File: src/rtl/spi_seq_pkg.sv
// Shared types and constants for the SPI-over-Wishbone sequencer.
package spi_seq_pkg;

    typedef enum logic [2:0] {
        ST_IDLE,
        ST_CFG,
        ST_TXW,
        ST_WDAT,
        ST_POLL,
        ST_RDAT,
        ST_RXO,
        ST_FIN
    } state_t;

    // simple_spi_top register map
    localparam logic [7:0] REG_SPCR = 8'h00;
    localparam logic [7:0] REG_SPSR = 8'h01;
    localparam logic [7:0] REG_SPDR = 8'h02;

    // SPCR / SPSR bit positions
    localparam int unsigned SPCR_SPE     = 6;
    localparam int unsigned SPCR_MSTR    = 4;
    localparam int unsigned SPCR_CPOL    = 3;
    localparam int unsigned SPCR_CPHA    = 2;
    localparam int unsigned SPSR_RFEMPTY = 0;

    // SPCR image: enabled master with the given {CPOL,CPHA,SPR}, or all-zero when disabled
    function automatic logic [7:0] spcr_value(input logic en, input logic [3:0] mode);
        logic [7:0] v;
        v = '0;
        if (en) begin
            v[SPCR_SPE]  = 1'b1;
            v[SPCR_MSTR] = 1'b1;
            v[SPCR_CPOL] = mode[3];
            v[SPCR_CPHA] = mode[2];
            v[1:0]       = mode[1:0];
        end
        return v;
    endfunction

endpackage

File: src/rtl/wb_single_master.sv
// Single-access Wishbone master: one request in, one done pulse (with read data) out.
module wb_single_master (
    input  logic       i_clk,
    input  logic       i_rst_n,
    input  logic       i_req,
    input  logic       i_we,
    input  logic [7:0] i_adr,
    input  logic [7:0] i_wdat,
    output logic       o_done,
    output logic [7:0] o_rdat,
    output logic       o_wb_cyc,
    output logic       o_wb_stb,
    output logic       o_wb_we,
    output logic [7:0] o_wb_adr,
    output logic [7:0] o_wb_dat,
    input  logic [7:0] i_wb_dat,
    input  logic       i_wb_ack
);

    logic       r_cyc;
    logic       r_we;
    logic [7:0] r_adr;
    logic [7:0] r_dat;
    logic       r_done;
    logic [7:0] r_rdat;

    // Launch a cycle on request, hold it until ack; the done cycle doubles as the mandatory idle gap
    always_ff @(posedge i_clk) begin
        if (!i_rst_n) begin
            r_cyc  <= 1'b0;
            r_we   <= 1'b0;
            r_adr  <= '0;
            r_dat  <= '0;
            r_done <= 1'b0;
            r_rdat <= '0;
        end else begin
            r_done <= 1'b0;
            if (r_cyc) begin
                if (i_wb_ack) begin
                    r_cyc  <= 1'b0;
                    r_done <= 1'b1;
                    r_rdat <= i_wb_dat;
                end
            end else if (i_req && !r_done) begin
                r_cyc <= 1'b1;
                r_we  <= i_we;
                r_adr <= i_adr;
                r_dat <= i_wdat;
            end
        end
    end

    assign o_done   = r_done;
    assign o_rdat   = r_rdat;
    assign o_wb_cyc = r_cyc;
    assign o_wb_stb = r_cyc;
    assign o_wb_we  = r_we;
    assign o_wb_adr = r_adr;
    assign o_wb_dat = r_dat;

endmodule

File: src/rtl/spi_wb_sequencer.sv
// Byte-stream to simple_spi_top sequencer: runs an N-byte full-duplex SPI transfer over Wishbone.
module spi_wb_sequencer
    import spi_seq_pkg::*;
#(
    parameter int unsigned LEN_W    = 8,
    parameter int unsigned POLL_MAX = 1023,
    parameter logic [7:0]  ADR_SPCR = REG_SPCR,
    parameter logic [7:0]  ADR_SPSR = REG_SPSR,
    parameter logic [7:0]  ADR_SPDR = REG_SPDR
) (
    input  logic             clk_i,
    input  logic             rst_i,
    input  logic [3:0]       cfg_mode_i,
    input  logic             cmd_valid_i,
    output logic             cmd_ready_o,
    input  logic [LEN_W-1:0] cmd_len_i,
    input  logic             tx_valid_i,
    output logic             tx_ready_o,
    input  logic [7:0]       tx_data_i,
    output logic             rx_valid_o,
    input  logic             rx_ready_i,
    output logic [7:0]       rx_data_o,
    output logic             ss_n_o,
    output logic             busy_o,
    output logic             done_o,
    output logic             err_o,
    output logic             wb_cyc_o,
    output logic             wb_stb_o,
    output logic             wb_we_o,
    output logic [7:0]       wb_adr_o,
    output logic [7:0]       wb_dat_o,
    input  logic [7:0]       wb_dat_i,
    input  logic             wb_ack_i
);

    localparam int unsigned PW = $clog2(POLL_MAX + 1);

    state_t           r_state, w_next;
    logic [LEN_W-1:0] r_len, r_cnt;
    logic [3:0]       r_mode;
    logic [PW-1:0]    r_poll;
    logic [7:0]       r_tx, r_rx;
    logic             r_ss_n, r_err, r_done;

    logic             w_req, w_we, w_xfer_done;
    logic [7:0]       w_adr, w_wdat, w_rdat;
    logic             w_rfempty, w_poll_hit, w_last;

    assign w_rfempty  = w_rdat[SPSR_RFEMPTY];
    assign w_poll_hit = (r_poll == PW'(POLL_MAX));
    assign w_last     = (r_cnt == r_len);

    wb_single_master u_wbm (
        .i_clk    (clk_i),
        .i_rst_n  (rst_i),
        .i_req    (w_req),
        .i_we     (w_we),
        .i_adr    (w_adr),
        .i_wdat   (w_wdat),
        .o_done   (w_xfer_done),
        .o_rdat   (w_rdat),
        .o_wb_cyc (wb_cyc_o),
        .o_wb_stb (wb_stb_o),
        .o_wb_we  (wb_we_o),
        .o_wb_adr (wb_adr_o),
        .o_wb_dat (wb_dat_o),
        .i_wb_dat (wb_dat_i),
        .i_wb_ack (wb_ack_i)
    );

    // State register
    always_ff @(posedge clk_i) begin
        if (!rst_i) r_state <= ST_IDLE;
        else        r_state <= w_next;
    end

    // Next-state and Wishbone request decode
    always_comb begin
        w_next = r_state;
        w_req  = 1'b0;
        w_we   = 1'b0;
        w_adr  = ADR_SPCR;
        w_wdat = '0;
        case (r_state)
            ST_IDLE: if (cmd_valid_i) w_next = ST_CFG;
            ST_CFG: begin
                w_req  = 1'b1;
                w_we   = 1'b1;
                w_adr  = ADR_SPCR;
                w_wdat = spcr_value(1'b1, r_mode);
                if (w_xfer_done) w_next = ST_TXW;
            end
            ST_TXW: if (tx_valid_i) w_next = ST_WDAT;
            ST_WDAT: begin
                w_req  = 1'b1;
                w_we   = 1'b1;
                w_adr  = ADR_SPDR;
                w_wdat = r_tx;
                if (w_xfer_done) w_next = ST_POLL;
            end
            ST_POLL: begin
                w_req = 1'b1;
                w_adr = ADR_SPSR;
                if (w_xfer_done) begin
                    if (!w_rfempty)     w_next = ST_RDAT;
                    else if (w_poll_hit) w_next = ST_FIN;
                end
            end
            ST_RDAT: begin
                w_req = 1'b1;
                w_adr = ADR_SPDR;
                if (w_xfer_done) w_next = ST_RXO;
            end
            ST_RXO: if (rx_ready_i) w_next = w_last ? ST_FIN : ST_TXW;
            ST_FIN: begin
                w_req  = 1'b1;
                w_we   = 1'b1;
                w_adr  = ADR_SPCR;
                w_wdat = spcr_value(1'b0, r_mode);
                if (w_xfer_done) w_next = ST_IDLE;
            end
            default: w_next = ST_IDLE;
        endcase
    end

    // Command, byte/poll counters, data latches and status flags
    always_ff @(posedge clk_i) begin
        if (!rst_i) begin
            r_len  <= '0;
            r_cnt  <= '0;
            r_mode <= '0;
            r_poll <= '0;
            r_tx   <= '0;
            r_rx   <= '0;
            r_ss_n <= 1'b1;
            r_err  <= 1'b0;
            r_done <= 1'b0;
        end else begin
            r_done <= 1'b0;
            case (r_state)
                ST_IDLE: if (cmd_valid_i) begin
                    r_len  <= cmd_len_i;
                    r_mode <= cfg_mode_i;
                    r_err  <= 1'b0;
                    r_cnt  <= '0;
                end
                ST_CFG:  if (w_xfer_done) r_ss_n <= 1'b0;
                ST_TXW:  if (tx_valid_i) r_tx <= tx_data_i;
                ST_WDAT: if (w_xfer_done) r_poll <= '0;
                ST_POLL: if (w_xfer_done && w_rfempty) begin
                    if (w_poll_hit) r_err  <= 1'b1;
                    else            r_poll <= r_poll + PW'(1);
                end
                ST_RDAT: if (w_xfer_done) r_rx <= w_rdat;
                ST_RXO:  if (rx_ready_i && !w_last) r_cnt <= r_cnt + LEN_W'(1);
                ST_FIN:  if (w_xfer_done) begin
                    r_ss_n <= 1'b1;
                    r_done <= 1'b1;
                end
                default: ;
            endcase
        end
    end

    assign cmd_ready_o = (r_state == ST_IDLE);
    assign busy_o      = (r_state != ST_IDLE);
    assign tx_ready_o  = (r_state == ST_TXW) && tx_valid_i;
    assign rx_valid_o  = (r_state == ST_RXO);
    assign rx_data_o   = r_rx;
    assign ss_n_o      = r_ss_n;
    assign done_o      = r_done;
    assign err_o       = r_err;

endmodule
File: config.mk
export PLATFORM = sky130hd
export DESIGN_NAME = spi_wb_sequencer
export DESIGN_NICKNAME = d
export VERILOG_FILES = /design/src/rtl/spi_seq_pkg.sv /design/src/rtl/wb_single_master.sv /design/src/rtl/spi_wb_sequencer.sv
export SDC_FILE = /design/constraint.sdc
export NUM_CORES = 1
export LEC_CHECK = 0
export ABC_CLOCK_PERIOD_IN_PS = 2850
export BUFFER_PORTS_ARGS = -buffer_cell sky130_fd_sc_hd__buf_2
export CORE_UTILIZATION = 46
export DETAILED_ROUTE_END_ITERATION = 6
export HOLD_SLACK_MARGIN = 0.1
export PLACE_DENSITY = 0.8
export SYNTH_ARGS = -nofsm -noshare
export SYNTH_HDL_FRONTEND = slang
export SYNTH_SLANG_ARGS = --single-unit
export TNS_END_PERCENT = 5
File: constraint.sdc
create_clock -name clk_i -period 2.85 [get_ports clk_i]
set_clock_uncertainty 0.1 [all_clocks]
set_input_delay 0.57 -clock clk_i [delete_from_list [all_inputs] [get_ports clk_i]]
set_output_delay 0.57 -clock clk_i [all_outputs]
set_load 0.05 [all_outputs]
; ---- After elaboration in Yosys (flattened, before gate mapping)
; Index checks and enable logic that the tools add are counted.
[op_classes]
n_addsub = 2
n_eq_ne = 22
muxes = 35
n_bitwise = 1
n_reduce_logical = 27
[op_table]
columns = operator, count
row1 = 2-to-1 mux 3 bit, 11
row2 = one-hot mux 8 bit (2 select lines), 2
row3 = 2-to-1 mux 10 bit, 3
row4 = one-hot mux 3 bit (8 select lines), 1
row5 = one-hot mux 10 bit (2 select lines), 1
row6 = 2-to-1 mux 8 bit, 2
row7 = "inequality test 2 x 1 -> 1 bit, second input constant", 7
row8 = AND reduction 2 bit, 7
row9 = "equality test 3 bit, second input constant", 4
row10 = 2-to-1 mux 1 bit, 12
row11 = "adder 10 x 1 -> 10 bit, second input constant", 1
row12 = "equality test 10 bit, second input constant", 1
row13 = "inequality test 2 bit, second input constant", 5
row14 = AND reduction 9 bit, 1
row15 = "adder 8 x 1 -> 8 bit, second input constant", 1
row16 = equality test 8 bit, 1
row17 = AND reduction 4 bit, 2
row18 = nonzero test 2 bit, 4
row19 = "equality test 3 x 2 -> 1 bit, second input constant", 2
row20 = AND reduction 3 bit, 2
row21 = OR reduction 5 bit, 1
row22 = logical AND 1 bit, 4
row23 = one-hot mux 1 bit (2 select lines), 2
row24 = one-hot mux 2 bit (2 select lines), 1
row25 = other kinds (8), 9
[totals]
ff_bits = 79
in_bits = 34
wordCells = 103

; ---- Logic depth before layout (Yosys ltp)
; Gate-level depths: netlist of the first run.
[logic_depth]
depth_word = 6
ltp_mapped = 7
ltp_nobuf = 6

; ---- Modules after synthesis
; A second synthesis of the first run with hierarchy kept.
[hier_totals]
hier_cells = 451
area_unflattened_um2 = 3749.8
[by_module_without_submodules]
columns = mod, instances, cells_per_inst, area_each_um2, seq_area_each_um2
row1 = spi_wb_sequencer, 1, 335, 2631.3, 1041.0
row2 = wb_single_master, 1, 116, 1118.6, 540.5

; ---- Worst setup path after synthesis of the first run
; Ideal clock, no wire load.
[synth_timing]
path_type = reg2out
startpoint = register r_state[1]
endpoint = output port busy_o
t_arrival_ps = 2420
t_required_ps = 2180
setup_slack_ps = -240
path_stages_with_launch = 5
cell_sequence = dfxtp_1 -> buf_2 -> buf_2 -> nor3_1 -> inv_1
[synth_via]
elab_chain_cells = 1
[synth_rtl]
columns = item, line
row1 = "start, declared", spi_wb_sequencer.sv:38  ; state_t r_state, w_next;
row2 = "start signal, assigned", spi_wb_sequencer.sv:74  ; else r_state <= w_next;
row3 = nonzero test 3 bit, spi_wb_sequencer.sv:166  ; assign busy_o = (r_state != ST_IDLE);
row4 = "end, declared", spi_wb_sequencer.sv:24  ; output logic busy_o,
; Every way passes these cells.

; ---- Worst setup path after layout of the first run
[layout_timing]
startpoint = register r_state[1]
endpoint = output port rx_valid_o
[layout_via]
elab_chain_cells = 1
[layout_rtl]
columns = item, line
row1 = equality test 3 bit, spi_wb_sequencer.sv:168  ; assign rx_valid_o = (r_state == ST_RXO);
row2 = "end, declared", spi_wb_sequencer.sv:20  ; output logic rx_valid_o,
; Every way passes these cells.

==> impl_metrics.env, run 1 <==
export IMPL_status="completed"
export IMPL_hold_path_endpoint="rx_data_o[6]$_SDFFE_PN0P_"
export IMPL_multiInputGateArea_um2=1667
export IMPL_overflow=0
export IMPL_slew_headroom_pct=59.11
export IMPL_cts_resized_gates=0
export IMPL_start_kind="flip-flop"
export IMPL_dp_hpwl_um=4805
export IMPL_wl_met1_um=3079
export IMPL_drcViolationCount=0
export IMPL_cap_violations=0
export IMPL_ff2ff_path_depth=5
export IMPL_avgViaCountPerCell=5.025
export IMPL_timing_rr_end="r_cnt[3]$_SDFFE_PN0P_"
export IMPL_num_vias=2769
export IMPL_port_buffers=61
export IMPL_die_width_um=86.29
export IMPL_hold_viol_final=0
export IMPL_avgRoutedWirePerCell_um=12.37
export IMPL_dr_wl_met3_um=290
export IMPL_hold_depth=2
export IMPL_p_leak_nw=1.464
export IMPL_h_tree_depth=3
export IMPL_drt_iter0_drc=125
export IMPL_muxShareOfSynthArea_pct=3.675
export IMPL_cts_hold_buffers=0
export IMPL_postCtsSetupBuffers=0
export IMPL_fin_ws_ns=0.3775
export IMPL_ir_drop_uv=622.0
export IMPL_place_congestion=0.8847
export IMPL_yosysTopAreaCellShare_pct=44.72
export IMPL_first_pass_iters=4
export IMPL_worstHoldStart="u_wbm.o_rdat[6]$_SDFFE_PN0P_"
export IMPL_tightest_slew_ns=0.6107
export IMPL_register_area_um2=1461
export IMPL_syn_area_um2=3268
export IMPL_synth_simple_gate_area_share_pct=26.38
export IMPL_synth_top_family_by_area="simple AND/OR/NAND/NOR gates"
export IMPL_maxUsedRoutingLayer="met4"
export IMPL_finalSetupViolCount=0
export IMPL_setup_worst_path_class="reg -> out"
export IMPL_crit_arrival_ns=1.80
export IMPL_antenna_found_initial=0
export IMPL_place_ws_ns=0.6509
export IMPL_wl_um=6817
export IMPL_grt_max_degree=21
export IMPL_fp_row_count=30
export IMPL_drive_gt1_share_pct=21.32
export IMPL_synth_xor_area_share_pct=4.824
export IMPL_synth_compound_area_share_pct=14.32
export IMPL_synthAdderAreaFrac_pct=0.7657
export IMPL_power_density_nw_per_um2=772.4
export IMPL_insertion_delay_ns=0.35
export IMPL_rsz0062_at_grt="no"
export IMPL_dieHeight_um=86.29
export IMPL_avgSynthCellArea_um2=8.253
export IMPL_layout_nets=486
export IMPL_cts_path_max_buffers=2
export IMPL_grt_pass1_vias=2638
export IMPL_yosysUniqueCellTypes=49
export IMPL_fillCellCount=675
export IMPL_r2r_start="r_state[1]$_SDFFE_PN0P_"
export IMPL_grt_usage_pct=19.86
export IMPL_finalCriticalPeriod_ns=2.473
export IMPL_grt_first_pass_wirelength_um=11650
export IMPL_yosysWarnings=0
export IMPL_cts_tree="done"
export IMPL_initial_utilization_pct=47.84
export IMPL_cts_root_buf="clkbuf_8"
export IMPL_fmax_mhz=404.4
export IMPL_clk_pin_slew_worst_paths_ns=0.09
export IMPL_synth_edff_count=0
export IMPL_drtAntennaViolNets=0
export IMPL_dp_cells=535
export IMPL_yosys_top_cells_area="dfxtp_1 45%, nand2_1 7.8%, a21oi_1 6.6%"
export IMPL_drv_slew=0
export IMPL_synth_cells=396
export IMPL_setup_tns_ns=0
export IMPL_ys_ff_latch=73
export IMPL_synthArstFlopShare_pct=0
export IMPL_yosys_area_top_type="dfxtp_1"
export IMPL_wl_met2_um=3358
export IMPL_ys_flop_type="dfxtp_1"
export IMPL_instances_no_fill=551
export IMPL_syn_to_final_growth_pct=16.92
export IMPL_min_period_over_period_pct=86.75
export IMPL_n_antenna_cell=0
export IMPL_r2r_slack_ns=0.58
export IMPL_numCtsBuffers=9
export IMPL_dieArea_um2=7446
export IMPL_numClockSinks=73
export IMPL_path_max_fanout=19
export IMPL_pin_count=68
export IMPL_utilization_pct=55.93
export IMPL_coreArea_um2=6832
export IMPL_hold_path_class="reg -> reg"
export IMPL_required_ns=2.18
export IMPL_crit_path_end_kind="primary output"
export IMPL_seq_area_frac_synth_pct=44.72
[cell usage in the layout, fill, tap and decap left out, types with 4 or more instances in the layout]
cell type and n:
buf_4 7, nor4_1 4, nor2_1 38, nand2b_1 4, nand3_1 25, nor2b_1 4, a21oi_1 43, nor3_1 9
mux2i_1 12, nand4_1 5, nand2_1 68, clkbuf_8 9, xnor2_1 17, a21boi_0 8, inv_1 6, o21ai_0 7
buf_2 61, o31a_1 4, dfxtp_1 73, conb_1 6
[cells by family (layout without fill, tap and decap cells)]
kind of cell | after synthesis | in the layout
XOR/XNOR | 18 | 18
other | 1 | 6
AND/OR/NAND/NOR | 179 | 179
AO/OA/AOI/OAI | 75 | 75
flip-flops | 73 | 73
buffers and inverters | 36 | 90
multiplexers | 12 | 12
adder cells (fa/ha/maj) | 2 | 2
[critical path, cell delays in order, from the launching register on]
cell and delay [ns]:
dfxtp_1 0.67, nand3_1 0.24, inv_1 0.23, buf_2 0.31
[Yosys cell counts, types with 3 or more instances]
cell / n
nand3_1: 25
nor3_1: 10
nand2_1: 68
nand4_1: 5
dfxtp_1: 73
buf_2: 7
buf_4: 7
nor2_1: 38
o31a_1: 4
or2_2: 3
a21oi_1: 43
nand2b_1: 4
xnor2_1: 17
o21ai_0: 8
nor4_1: 4
a21boi_0: 8
mux2i_1: 12
inv_1: 6
nor2b_1: 4
clkbuf_1: 14
[registers in the layout, indices dropped and copies added, names as in the netlist]
| register | flops |
|---|---|
| r_state | 3 |
| ss_n_o | 1 |
| u_wbm.o_done | 1 |
| rx_data_o | 8 |
| r_tx | 8 |
| done_o | 1 |
| r_cnt | 8 |
| u_wbm.o_rdat | 8 |
| r_poll | 10 |
| u_wbm.o_wb_we | 1 |
| err_o | 1 |
| u_wbm.o_wb_adr | 2 |
| u_wbm.o_wb_cyc | 1 |
| r_len | 8 |
| u_wbm.o_wb_dat | 8 |
| r_mode | 4 |
[routing by layer]
layer | GRT usage [%] | vias to the layer above
met5 | 0 | -
li1 | - | 1448
met1 | 24.18 | 1256
met4 | 10.30 | 0
met2 | 33.62 | 57
met3 | 3.524 | 8
[through the flow]
stage / hold slack, ns / power, mW / area, µm²
floorplan: 0.3322 / 1.981 / 3292
global placement: 0.3414 / 2.147 / 3628
detailed placement: 0.3439 / 2.169 / 3628
CTS: 0.3404 / 2.970 / 3821
global route: 0.3513 / 3.118 / 3821
finish: 0.3447 / 2.951 / 3821
[worst max-delay path by stage]
stage,cells past startpoint,from,end
6_report,3,r_state[1]$_SDFFE_PN0P_,rx_valid_o
5_1_grt,3,r_state[1]$_SDFFE_PN0P_,rx_valid_o
4_1_cts,3,r_state[1]$_SDFFE_PN0P_,rx_valid_o
3_5_place_dp,5,r_state[1]$_SDFFE_PN0P_,r_cnt[3]$_SDFFE_PN0P_
3_3_place_gp,5,r_state[1]$_SDFFE_PN0P_,r_cnt[3]$_SDFFE_PN0P_
2_1_floorplan,4,r_state[1]$_SDFFE_PN0P_,busy_o
[report_power, final]
part	internal [mW]	switching [mW]	leakage (nW)
clock	0.402	0.403	0.0954
sequential	1.12	0.133	0.591
combinational	0.288	0.605	0.777
[layout make-up]
class                      instances  area share [%]
multi-input combinational        292           43.62
inverter                           6          0.5894
timing repair buffer              68           9.365
clock buffer                       9           3.242
clock inverter                     7           1.801
sequential                        73           38.24
tap                               96           3.143
Power figures use the tool's default switching activity.
==> inputs of run 2 (changes only) <==
- CORE_UTILIZATION: 46 -> 45
- PLACE_DENSITY: 0.8 -> default
- PLACE_DENSITY_LB_ADDON: default -> 0.1
==> impl_metrics.env, run 2 (synthesized netlist as in run 1, its figures left out) <==
export IMPL_numClockSinks=73
export IMPL_numCtsBuffers=9
export IMPL_dp_hpwl_um=4865
export IMPL_slowest_stage="dfxtp_1"
export IMPL_crit_path_max_incr_delay_ns=0.71
export IMPL_layout_nets=485
export IMPL_hold_path_class="reg -> reg"
export IMPL_path_max_fanout=19
export IMPL_p_sw_mw=1.128
export IMPL_pin_count=68
export IMPL_crit_family="flip-flops"
export IMPL_p_int_mw=1.831
export IMPL_path_cells="inv_1 -> nand3_1 -> inv_1 -> buf_2"
export IMPL_setup_tns_ns=0
export IMPL_cap_violations=0
export IMPL_num_vias=2786
export IMPL_cts_root_buf="clkbuf_8"
export IMPL_largest_reg_flops=10
export IMPL_fmax_mhz=405.7
export IMPL_fillCellCount=707
export IMPL_drv_slew=0
export IMPL_status="completed"
export IMPL_cts_tree="done"
export IMPL_grt_first_pass_wirelength_um=11710
export IMPL_cp_common_cell="inv_1"
export IMPL_first_pass_iters=4
export IMPL_swShare_pct=38.11
export IMPL_dp_cells=534
export IMPL_rsz0062_at_grt="no"
export IMPL_insertion_delay_ns=0.34
export IMPL_multiInputGateArea_um2=1667
export IMPL_instances_no_fill=550
export IMPL_setup_worst_path_class="reg -> out"
export IMPL_avgRoutedWirePerCell_um=12.57
export IMPL_syn_to_final_growth_pct=17.08
export IMPL_tightest_slew_ns=0.9586
export IMPL_overflow=0
export IMPL_p_leak_nw=1.462
export IMPL_cts_hold_buffers=0
export IMPL_utilization_pct=55.40
export IMPL_finalSetupViolCount=0
export IMPL_register_area_um2=1461
export IMPL_path_buf_inv=3
export IMPL_dieHeight_um=87.22
export IMPL_final_cell_mix="73 x dfxtp_1, 68 x nand2_1, 61 x buf_2"
export IMPL_power_frac_seq_pct=42.2
export IMPL_h_tree_depth=3
export IMPL_drive_gt1_share_pct=21.15
export IMPL_cts_path_max_buffers=2
export IMPL_dieArea_um2=7607
export IMPL_layout_commonest_cell="dfxtp_1"
export IMPL_fp_row_count=30
export IMPL_top_register="r_poll"
export IMPL_initial_utilization_pct=47.32
export IMPL_fin_hold_ws_ns=0.3542
export IMPL_grt_pass1_vias=2443
export IMPL_power_density_nw_per_um2=773.3
export IMPL_slew_headroom_pct=35.08
export IMPL_finalPower_mw=2.959
export IMPL_drtAntennaViolNets=0
export IMPL_antenna_found_initial=0
export IMPL_drt_iter0_drc=114
export IMPL_die_width_um=87.22
export IMPL_finalCriticalPeriod_ns=2.465
export IMPL_required_ns=2.18
export IMPL_ir_drop_uv=639.2
export IMPL_hold_viol_final=0
export IMPL_grt_usage_pct=19.65
export IMPL_min_period_over_period_pct=86.48
export IMPL_grt_max_degree=26
export IMPL_drcViolationCount=0
export IMPL_cts_resized_gates=0
export IMPL_avgViaCountPerCell=5.065
export IMPL_start_kind="flip-flop"
export IMPL_p_clk_share_pct=27.7
export IMPL_port_buffers=61
export IMPL_place_congestion=0.8394
export IMPL_postCtsSetupBuffers=0
export IMPL_clk_pin_slew_worst_paths_ns=0.08
export IMPL_n_antenna_cell=0
export IMPL_coreArea_um2=6907
export IMPL_pwr_share_comb_pct=30.1
export IMPL_crit_path_end_kind="primary output"
export IMPL_wl_um=6916
export IMPL_crit_arrival_ns=1.79
==> run 2: cell types whose count changed in the layout (fill, tap and decap cells not counted) <==
| cell | previous run | this run |
|---|---|---|
| clkinv_2 | 3 | 1 |
| buf_4 | 7 | 6 |
| clkinv_4 | 0 | 2 |
| inv_6 | 1 | 0 |
| clkbuf_8 | 9 | 10 |
==> run 2: path summary, 6_finish.rpt <==
path,slack (ns),depth (start not counted),from,to
worst min register to register,0.35,2,rx_data_o[2]$_SDFFE_PN0P_,rx_data_o[2]$_SDFFE_PN0P_
worst max-delay path,0.39,4,r_state[0]$_SDFFE_PN0P_,rx_valid_o
worst max register to register,0.59,5,r_state[0]$_SDFFE_PN0P_,r_cnt[3]$_SDFFE_PN0P_
worst min-delay path,0.35,2,rx_data_o[2]$_SDFFE_PN0P_,rx_data_o[2]$_SDFFE_PN0P_
==> run 2: layout make-up <==
class	instances	area share, %
timing repair buffer	67	9.156
tap	96	3.139
sequential	73	38.19
multi-input combinational	292	43.56
inverter	6	0.5886
clock buffer	10	3.597
clock inverter	6	1.766
==> run 2: through the flow <==
stage                     instance area [µm²]  setup slack, ns
after detailed placement                 3621           0.6504
final                                    3826           0.3853
after global routing                     3826           0.2174
after CTS                                3826           0.3687
after global placement                   3621           0.6186
after floorplan                          3292           0.3737
==> run 2: power groups by stage <==
stage               registers [mW]  logic (mW)  clock network [mW]
floorplan                     1.29       0.694                   0
finish                        1.25       0.891               0.821
CTS                           1.25       0.898               0.839
detailed placement            1.27       0.895                   0
global placement              1.27       0.887                   0
global route                  1.27       0.987               0.884
==> run 2: worst min-delay path: cells and delay by family (launching register included) <==
family          cells  cell delay, ns
compound gates      1            0.05
flops               1            0.31
simple gates        1            0.05
==> run 2: per-layer routing <==
layer  track usage, %  routed length (µm)  vias to the layer above
li1                 -                   -                     1451
met1            27.07                3413                     1256
met2            30.49                3119                       71
met3            3.602                 300                        8
met4            7.750                  83                        0
met5                0                   0                        -
